File: src/rtl/contador_linha_pkg.sv
// contador_pkg: shared widths, display limit and parameter sanity check for the line counter
// Ports: none (package only)
package contador_pkg;
    localparam int CNT_W       = 3;
    localparam int MAX_DISPLAY = 6;
    function automatic bit params_ok(input int max_count, input int debounce_cycles);
        return (max_count <= MAX_DISPLAY) && (debounce_cycles >= 2);
    endfunction
endpackage

File: src/rtl/contador_linha_if.sv
// contador_linha_if: raw buttons/switch in, decoder drive and status flags out
// master: btn_entra, btn_sai, liga out; v, x, y, z, cheio, vazio, erro in
// slave:  the mirror image, used by contador_linha
interface contador_linha_if;
    logic btn_entra;
    logic btn_sai;
    logic liga;
    logic v;
    logic x;
    logic y;
    logic z;
    logic cheio;
    logic vazio;
    logic erro;
    modport master (output btn_entra, btn_sai, liga, input v, x, y, z, cheio, vazio, erro);
    modport slave  (input btn_entra, btn_sai, liga, output v, x, y, z, cheio, vazio, erro);
endinterface

File: src/rtl/contador_linha_debounce_botao.sv
// debounce_botao: 2-flop sync, debounce counter and press-edge pulse for one active-low button
// clk, rst_n : clock, async active-low reset
// btn_n      : raw button, active-low, asynchronous
// nivel      : debounced level (1 = released)
// pulso      : one-cycle pulse on the debounced release->press transition
module debounce_botao #(
    parameter int DEBOUNCE_CYCLES = 500000
) (
    input  logic clk,
    input  logic rst_n,
    input  logic btn_n,
    output logic nivel,
    output logic pulso
);
    localparam int CW = $clog2(DEBOUNCE_CYCLES);
    localparam logic [CW-1:0] LAST = CW'(DEBOUNCE_CYCLES - 1);
    logic s1_q, s2_q, nivel_q, nivel_d, prev_q, mism, done;
    logic [CW-1:0] cnt_q, cnt_d;
    always_comb begin
        mism    = s2_q ^ nivel_q;
        done    = mism && (cnt_q == LAST);
        cnt_d   = (mism && !done) ? cnt_q + CW'(1) : '0;
        nivel_d = done ? s2_q : nivel_q;
    end
    always_ff @(posedge clk or negedge rst_n) begin
        if (!rst_n) begin
            s1_q    <= 1'b1;
            s2_q    <= 1'b1;
            nivel_q <= 1'b1;
            prev_q  <= 1'b1;
            cnt_q   <= '0;
        end else begin
            s1_q    <= btn_n;
            s2_q    <= s1_q;
            nivel_q <= nivel_d;
            prev_q  <= nivel_q;
            cnt_q   <= cnt_d;
        end
    end
    assign nivel = nivel_q;
    // prev_q lags nivel_q by one cycle, so the falling edge is visible for exactly one cycle
    assign pulso = prev_q & ~nivel_q;
endmodule

File: src/rtl/contador_linha.sv
// contador_linha: debounced entry/exit buttons drive a saturating 0..MAX_COUNT occupancy counter
// clk, rst_n : clock, async active-low reset
// bus (slave): btn_entra, btn_sai, liga in; v (enable), x/y/z (count bits), cheio, vazio, erro out
module contador_linha
    import contador_pkg::*;
#(
    parameter int DEBOUNCE_CYCLES = 500000,
    parameter int MAX_COUNT       = 6
) (
    input  logic clk,
    input  logic rst_n,
    contador_linha_if.slave bus
);
    if (!params_ok(MAX_COUNT, DEBOUNCE_CYCLES)) begin : g_bad_params
        $error("contador_linha: MAX_COUNT must be <= %0d and DEBOUNCE_CYCLES >= 2", MAX_DISPLAY);
    end
    localparam logic [CNT_W-1:0] MAX_T = CNT_W'(MAX_COUNT);
    logic liga1_q, liga2_q, erro_q, erro_d;
    logic pulso_e, pulso_s, nivel_e, nivel_s, inc, dec, full, empty;
    logic unused_niveis;
    logic [CNT_W-1:0] count_q, count_d;
    debounce_botao #(.DEBOUNCE_CYCLES(DEBOUNCE_CYCLES)) u_entra (
        .clk(clk), .rst_n(rst_n), .btn_n(bus.btn_entra), .nivel(nivel_e), .pulso(pulso_e)
    );
    debounce_botao #(.DEBOUNCE_CYCLES(DEBOUNCE_CYCLES)) u_sai (
        .clk(clk), .rst_n(rst_n), .btn_n(bus.btn_sai), .nivel(nivel_s), .pulso(pulso_s)
    );
    assign unused_niveis = nivel_e ^ nivel_s;
    // requests are gated by liga but the debouncers keep running, so a held button is never replayed
    always_comb begin
        inc     = liga2_q & pulso_e & ~pulso_s;
        dec     = liga2_q & pulso_s & ~pulso_e;
        full    = count_q == MAX_T;
        empty   = count_q == '0;
        erro_d  = (inc & full) | (dec & empty);
        count_d = (inc && !full) ? count_q + CNT_W'(1) : (dec && !empty) ? count_q - CNT_W'(1) : count_q;
    end
    always_ff @(posedge clk or negedge rst_n) begin
        if (!rst_n) begin
            liga1_q <= 1'b0;
            liga2_q <= 1'b0;
            count_q <= '0;
            erro_q  <= 1'b0;
        end else begin
            liga1_q <= bus.liga;
            liga2_q <= liga1_q;
            count_q <= count_d;
            erro_q  <= erro_d;
        end
    end
    assign bus.v     = liga2_q;
    assign bus.x     = count_q[2];
    assign bus.y     = count_q[1];
    assign bus.z     = count_q[0];
    assign bus.cheio = full;
    assign bus.vazio = empty;
    assign bus.erro  = erro_q;
endmodule

File: src/flat_wrapper.sv
// flat-port wrapper written by rule: the top's interface ports become plain ports
module contador_linha_flat import contador_pkg::*;
#(
    parameter int DEBOUNCE_CYCLES = 500000,
    parameter int MAX_COUNT       = 6
)
  (clk, rst_n, bus_btn_entra, bus_btn_sai, bus_liga, bus_v, bus_x, bus_y, bus_z, bus_cheio, bus_vazio, bus_erro);
  contador_linha_if bus_i ();
  input  logic clk;
  input  logic rst_n;
  input wire logic [$bits(bus_i.btn_entra)-1:0] bus_btn_entra;
  input wire logic [$bits(bus_i.btn_sai)-1:0] bus_btn_sai;
  input wire logic [$bits(bus_i.liga)-1:0] bus_liga;
  output wire logic [$bits(bus_i.v)-1:0] bus_v;
  output wire logic [$bits(bus_i.x)-1:0] bus_x;
  output wire logic [$bits(bus_i.y)-1:0] bus_y;
  output wire logic [$bits(bus_i.z)-1:0] bus_z;
  output wire logic [$bits(bus_i.cheio)-1:0] bus_cheio;
  output wire logic [$bits(bus_i.vazio)-1:0] bus_vazio;
  output wire logic [$bits(bus_i.erro)-1:0] bus_erro;
  assign bus_i.btn_entra = bus_btn_entra;
  assign bus_i.btn_sai = bus_btn_sai;
  assign bus_i.liga = bus_liga;
  assign bus_v = bus_i.v;
  assign bus_x = bus_i.x;
  assign bus_y = bus_i.y;
  assign bus_z = bus_i.z;
  assign bus_cheio = bus_i.cheio;
  assign bus_vazio = bus_i.vazio;
  assign bus_erro = bus_i.erro;
  contador_linha #(.DEBOUNCE_CYCLES(DEBOUNCE_CYCLES), .MAX_COUNT(MAX_COUNT)) u_core (.clk(clk), .rst_n(rst_n), .bus(bus_i));
endmodule
File: config.mk
export PLATFORM = sky130hd
export DESIGN_NAME = contador_linha_flat
export DESIGN_NICKNAME = d
export VERILOG_FILES = /design/src/rtl/contador_linha_pkg.sv /design/src/rtl/contador_linha_if.sv /design/src/rtl/contador_linha_debounce_botao.sv /design/src/rtl/contador_linha.sv /design/src/flat_wrapper.sv
export SDC_FILE = /design/constraint.sdc
export NUM_CORES = 1
export LEC_CHECK = 0
export CORE_MARGIN = 5
export CORE_UTILIZATION = 45
export DETAILED_ROUTE_END_ITERATION = 12
export HOLD_SLACK_MARGIN = 0.03
export SLEW_MARGIN = 20
export SYNTH_ARGS = -nofsm -noshare
export SYNTH_HDL_FRONTEND = slang
export SYNTH_SLANG_ARGS = --single-unit
File: constraint.sdc
create_clock -name clk -period 1.9 [get_ports clk]
set_clock_uncertainty 0.1 [all_clocks]
set_input_delay 0.19 -clock clk [delete_from_list [all_inputs] [get_ports clk]]
set_output_delay 0.19 -clock clk [all_outputs]
set_load 0.02 [all_outputs]
After elaboration in Yosys (flattened, before gate mapping):

Cells that the tools add are included.

* register bits after elaboration: 52

* add/sub/neg operators: 4
* equality and inequality tests: 3
* muxes and demuxes: 4
* bitwise logic cells: 15
* reduce and logical (&&, ||, !) cells: 12

Operator list (count)
* adder 19 x 1 -> 19 bit, second input constant: 2
* equality test 19 bit, second input constant: 2
* two-way mux 19 bit: 2
* AND 1 bit: 8
* logical AND 1 bit: 6
* two-way mux 3 bit: 2
* logical NOT 1 bit: 4
* inverter 1 bit: 4
* adder 3 x 1 -> 3 bit, second input constant: 1
* equality test 3 bit, second input constant: 1
* logical NOT 3 bit: 1
* subtractor 3 x 1 -> 3 bit, second input constant: 1
* nonzero test 2 bit: 1
* XOR 1 bit: 2
* bitwise OR 1 bit: 1

Logic depth before layout (Yosys ltp):

* word-level depth: 7
* depth in mapped cells: 8

Cells and area by module:

From an unflattened synthesis, not the netlist that was laid out.

* cells, all modules: 247
* area total of the unflattened synthesis: 2586.2 um2

Modules (own cells, without submodules)
* debounce_botao: instances 2, cells each 106, area an instance 1118.6 um2, seq. area each 580.6 um2
* contador_linha: instances 1, cells each 35, area an instance 349.1 um2, seq. area each 150.1 um2

Worst setup path after synthesis:

OpenSTA, ideal clock, no wires.

* path type: reg-to-reg
* from: reg u_core.count_q[0]
* to: reg u_core.count_q[2]
* library setup time: 0.130 ns
* data arrival time: 2.073 ns
* required time: 1.670 ns
* slack: -0.403 ns
* cell stages (with the launch flop): 9
* path buffers: 0
* clock period less this slack: 2.303 ns
* path through: dfrtp_1 -> and3b_1 -> nor3_1 -> nand2_1 -> fa_1 -> nand2b_1 -> nor4_1 -> a31oi_1 -> xnor2_1

* cells in the longest elaborated chain, start to end: 4

RTL lines
* start, declared: RTL line contador_linha.sv:21 `logic [CNT_W-1:0] count_q, count_d;`
* start signal, assigned: RTL line contador_linha.sv:47 `count_q <= count_d;`
* equality test 3 bit *: RTL line contador_linha.sv:33 `full = count_q == MAX_T;`
* named net bus_cheio: RTL line flat_wrapper.sv:18 `output wire logic [$bits(bus_i.cheio)-1:0] bus_cheio;`
* logical NOT 1 bit *: RTL line contador_linha.sv:36 `count_d = (inc && !full) ? count_q + CNT_W'(1) : (dec && !empty) ? count_q - CNT_W'(1) : count_q;`
* logical AND 1 bit *: RTL line contador_linha.sv:36
* two-way mux 3 bit or nonzero test 2 bit (tied branches)

Mark *: on every way through the listed nets, which the timed path passes. The rest lies on a longest branch. The select of a mux whose other input is x is not followed.
A chain may end at the register's enable or synchronous reset.

Worst setup path in the final report:

* from: reg u_core.u_entra.prev_q
* to: reg u_core.count_q[2]

* cells in the longest elaborated chain, start to end: 5

RTL lines
* start, declared: RTL line contador_linha_debounce_botao.sv:17 `logic s1_q, s2_q, nivel_q, nivel_d, prev_q, mism, done;`
* start signal, assigned: RTL line contador_linha_debounce_botao.sv:36 `prev_q <= nivel_q;`
* AND 1 bit *: RTL line contador_linha_debounce_botao.sv:42 `assign pulso = prev_q & ~nivel_q;`
* AND 1 bit or inverter 1 bit (tied branches): RTL line contador_linha.sv:31, contador_linha.sv:32
* AND 1 bit, on equally long branches: RTL line contador_linha.sv:31, contador_linha.sv:32
* logical AND 1 bit: RTL line contador_linha.sv:36
* two-way mux 3 bit or nonzero test 2 bit (tied branches)

Mark *: on every way between the ends. The rest lies on a longest branch, timed or not.

==> results.md <==
* Share of cells above drive strength 1 at between 30% and 40%
* Ys async rst share at between 90% and 100%
* First-pass GRT wire length at about 9000 um
* Reg2reg path depth at 8
* PwrDens at between 500 and 600 nW/um^2
* Leakage at between 1 and 1.5 nW
* Crit path buffers/inverters at 0
* Synth area leader: dfrtp_1
* Reg2reg end: u_core.count_q[2]$_DFFE_PN0P_
* Top Ports at 12
* Switching share of power at 22.6%
* Residual DRC count at 0
* Synth Area in Compound Gates at under 10%
* Worst-skew pair later-pin latency at 0.30 ns
* Crit path time final at 1.99 ns
* Mean Syn Cell Area at around 11 um^2
* Post-synthesis simple-gate area fraction at between 20% and 30%
* Initial antenna violation count at 0
* Root Buffer: clkbuf_8
* H-tree Lvls at 2
* CP startpoint kind: register
* Final design area excluding fillers at around 3300 um^2
* Synth Register Bits at 52
* Post-synth cell types at 39
* Synth Cell Area at 2500 um^2
* Drt first pass iters at 4
* Post-route setup slack at -0.0896 ns
* Layout area overhead at 30.1%
* FMAX at 0.503 GHz
* Clock Path Buffers at 2
* GPL Wtd Cong at 0.840
* EDFF count, synth at 0
* Failing checks: negative setup slack
* Overall power at between 0.0015 and 0.002 W
* Syn_nets at ~240
* Diodes inserted at 0
* Commonest non-fill, non-tap cell in the layout: buf_4
* Most frequent cells in the layout: buf_4, dfrtp_1, nor2_1
* Post-DR wirelength/cell at ~14 um
* Routed vias at 1929
* Seq/Total Area, Yosys at a little over half
* Die Width at 84.6 um
* GR Layer Usage met2 at around 26%
* Top cells by area, synth: dfrtp_1, dfstp_2, xnor2_1
* Critical path peak fanout at 2
* Crit path DAT at roughly 2.1 ns
* Core Region at approximately 5400 um^2
* Synthesized instance count at between 200 and 250
* WL final at a little over 5000 um
* Post-DP HPWL at about 3500 um
* CTS tree: built
* Internal power at 0.00144 W
* Total die area at 7150 um^2
* CP Capture Type: register
* Top flop regs: u_core.u_entra.cnt_q x19, u_core.u_sai.cnt_q x19, u_core.count_q x3
* Remaining Overflow, GRT at 0
* Via density at between 5 and 6
* FP Rows at 27
* Final setup violation count at 1
* Highest-delay cell along the critical path: dfstp_2
* GRT Max-Usage Layer: met2
* Ys flop type: dfrtp_1
* Number of global-route vias before repair at roughly 2000
* Largest stage delay on the critical path at roughly 0.53 ns
* Largest net degree at the start of global routing at between 50 and 60
* Count of final hold-check violations at 0
* Outcome: complete, but fails checks
* Crit Reg-Reg Startpoint: u_core.u_entra.prev_q$_DFF_PN1_
* Crit path to: u_core.count_q[2]$_DFFE_PN0P_
* Sequential share of power at between 60 and 70%
* RSZ-0062 raised after global routing: yes
* Clock power share at 32.5%
* Critical path class: register to register
* Count of pins over their slew limit at 0
* Top-area cell type share of the netlist area at approximately 44%
* M1 GR Usage at between 10% and 20%
* Fin nets at about 310
* HP Start: bus_btn_sai
* Post-Synth XOR/XNOR Area at between 10% and 20%
* Sink Count at 52
* Tcrit/Tclk final at 105%
* Mux share of post-synthesis cell area at 1.75%
* Routing usage on met3 at under 10%
* Worst-path cell chain: nand2b_1 > nor3_2 > nand2_1 > fa_2 > nand2b_4 > nor4_4 > a31oi_1 > xnor2_1
* NetSw at approximately 0.00042 W
* YS warnings at 0
* Final ANT Viol Nets at 0
* Initial core utilization at about 46%
* Area share of fa/ha/maj cells after synthesis at 1.80%
* Max rail drop VDD at around 0.00038 V
* Die height at 84.6 um
* Fin Setup TNS at -0.0896 ns
* Gr usage total at ~15%
* Critical path launch point: u_core.u_entra.prev_q$_DFF_PN1_
* Max Cap Viol at 0
* CTS clk-pin slew, worst paths at 0.09 ns
* Placed cell area at between 3000 and 4000 um^2
* TritonCTS buffer count at 5
* Drt initial violations at just over 40
* Crit path depth at 8
* Max_slew headroom at between 70% and 80%
* Slew @ Worst Pin at between 0.3 and 0.4 ns
* PortBufs at 11
* Worst R2R Setup Slack at -0.09 ns
* Combinational fraction of design power at about 6%
* Worst Path Required at 1.99 ns
* Min-Delay Path Class: input port to register
* Top delay family on crit path: simple AND/OR/NAND/NOR gates
* Main combinational cell family by area after synthesis: simple AND/OR/NAND/NOR gates
-- cells in the mapped netlist, drive strengths merged, types with 3 or more instances --
master	number
nor3	9
nor2	35
or2	3
nand2b	3
o41ai	3
xor2	9
xnor2	22
mux2	3
a21oi	7
o21ai	5
nor2b	3
nand2	12
inv	5
dfrtp	44
dfstp	8
or3	4
nand4	10
nand3	18
nor4	12
-- kinds of logic after synthesis --
| kind of cell | after synthesis |
|---|---|
| AOI/OAI and AO/OA | 18 |
| xor gates and xnor gates | 31 |
| adders and majority gates | 3 |
| buffers and inverters | 7 |
| DFF | 52 |
| muxes | 4 |
| and+or+nand+nor | 120 |
-- final cells by class --
cell class,count,area [um^2]
tap,72,90.1
multi-input combinational,176,1270
clock buffer,7,76.3
sequential,52,1320
timing repair buffer,58,474
fill,450,2180
clock inverter,1,5.00
inverter,5,18.8
-- stage by stage --
stage	setup slack, ns	hold slack [ns]	instances	util [%]
floorplan	-0.189	-0.206	235	-
global placement	-0.0867	0.0991	360	55.8
detailed placement	-0.203	0.100	360	55.8
CTS	-0.0948	0.173	369	58.0
global route	-0.213	0.171	371	59.8
finish	-0.0896	0.185	371	59.8
-- what timing repair did --
action / CTS / global route
setup endpoints to repair: 12 / 25
gates resized for setup: 7 / 16
pin swaps: 2 / 8
setup buffers: 0 / 2
gates cloned: 0 / 1
hold endpoints to repair: 44 / 0
hold buffers: 1 / 0
-- power by group through the flow --
stage | Combinational [W] | Clock, W | Sequential [W]
detailed placement | 0.000106 | 0 | 0.00116
CTS | 0.000110 | 0.000623 | 0.00114
global route | 0.000130 | 0.000673 | 0.00115
finish | 0.000114 | 0.000604 | 0.00114
global placement | 0.000106 | 0 | 0.00116
floorplan | 0.0000378 | 0 | 0.00116
-- metal layers --
metal  vias up  routed length, um  part of all wire [%]
met5         -                  0                     0
met4         0                 83                   1.6
met3         8                124                   2.4
met2        22               2630                    51
met1       937               2290                    45
li1        962                  -                     -
-- worst min path at each step --
| stage | end | depth (start not counted) |
|---|---|---|
| floorplan | u_core.bus.erro$_DFF_PN0_ | 0 |
| global placement | u_core.u_sai.cnt_q[11]$_DFF_PN0_ | 2 |
| detailed placement | u_core.u_sai.cnt_q[11]$_DFF_PN0_ | 2 |
| CTS | u_core.u_entra.s1_q$_DFF_PN1_ | 1 |
| global route | u_core.u_sai.s1_q$_DFF_PN1_ | 1 |
| finish | u_core.u_sai.s1_q$_DFF_PN1_ | 1 |
-- worst reg2reg max path, stage by stage (launching register included) --
cell	delay, ns
dfstp_2	0.53
nand2b_1	0.07
nor3_2	0.20
nand2_1	0.09
fa_2	0.35
nand2b_4	0.15
nor4_4	0.15
a31oi_1	0.09
xnor2_1	0.14
(Power assumes the default switching activity.)
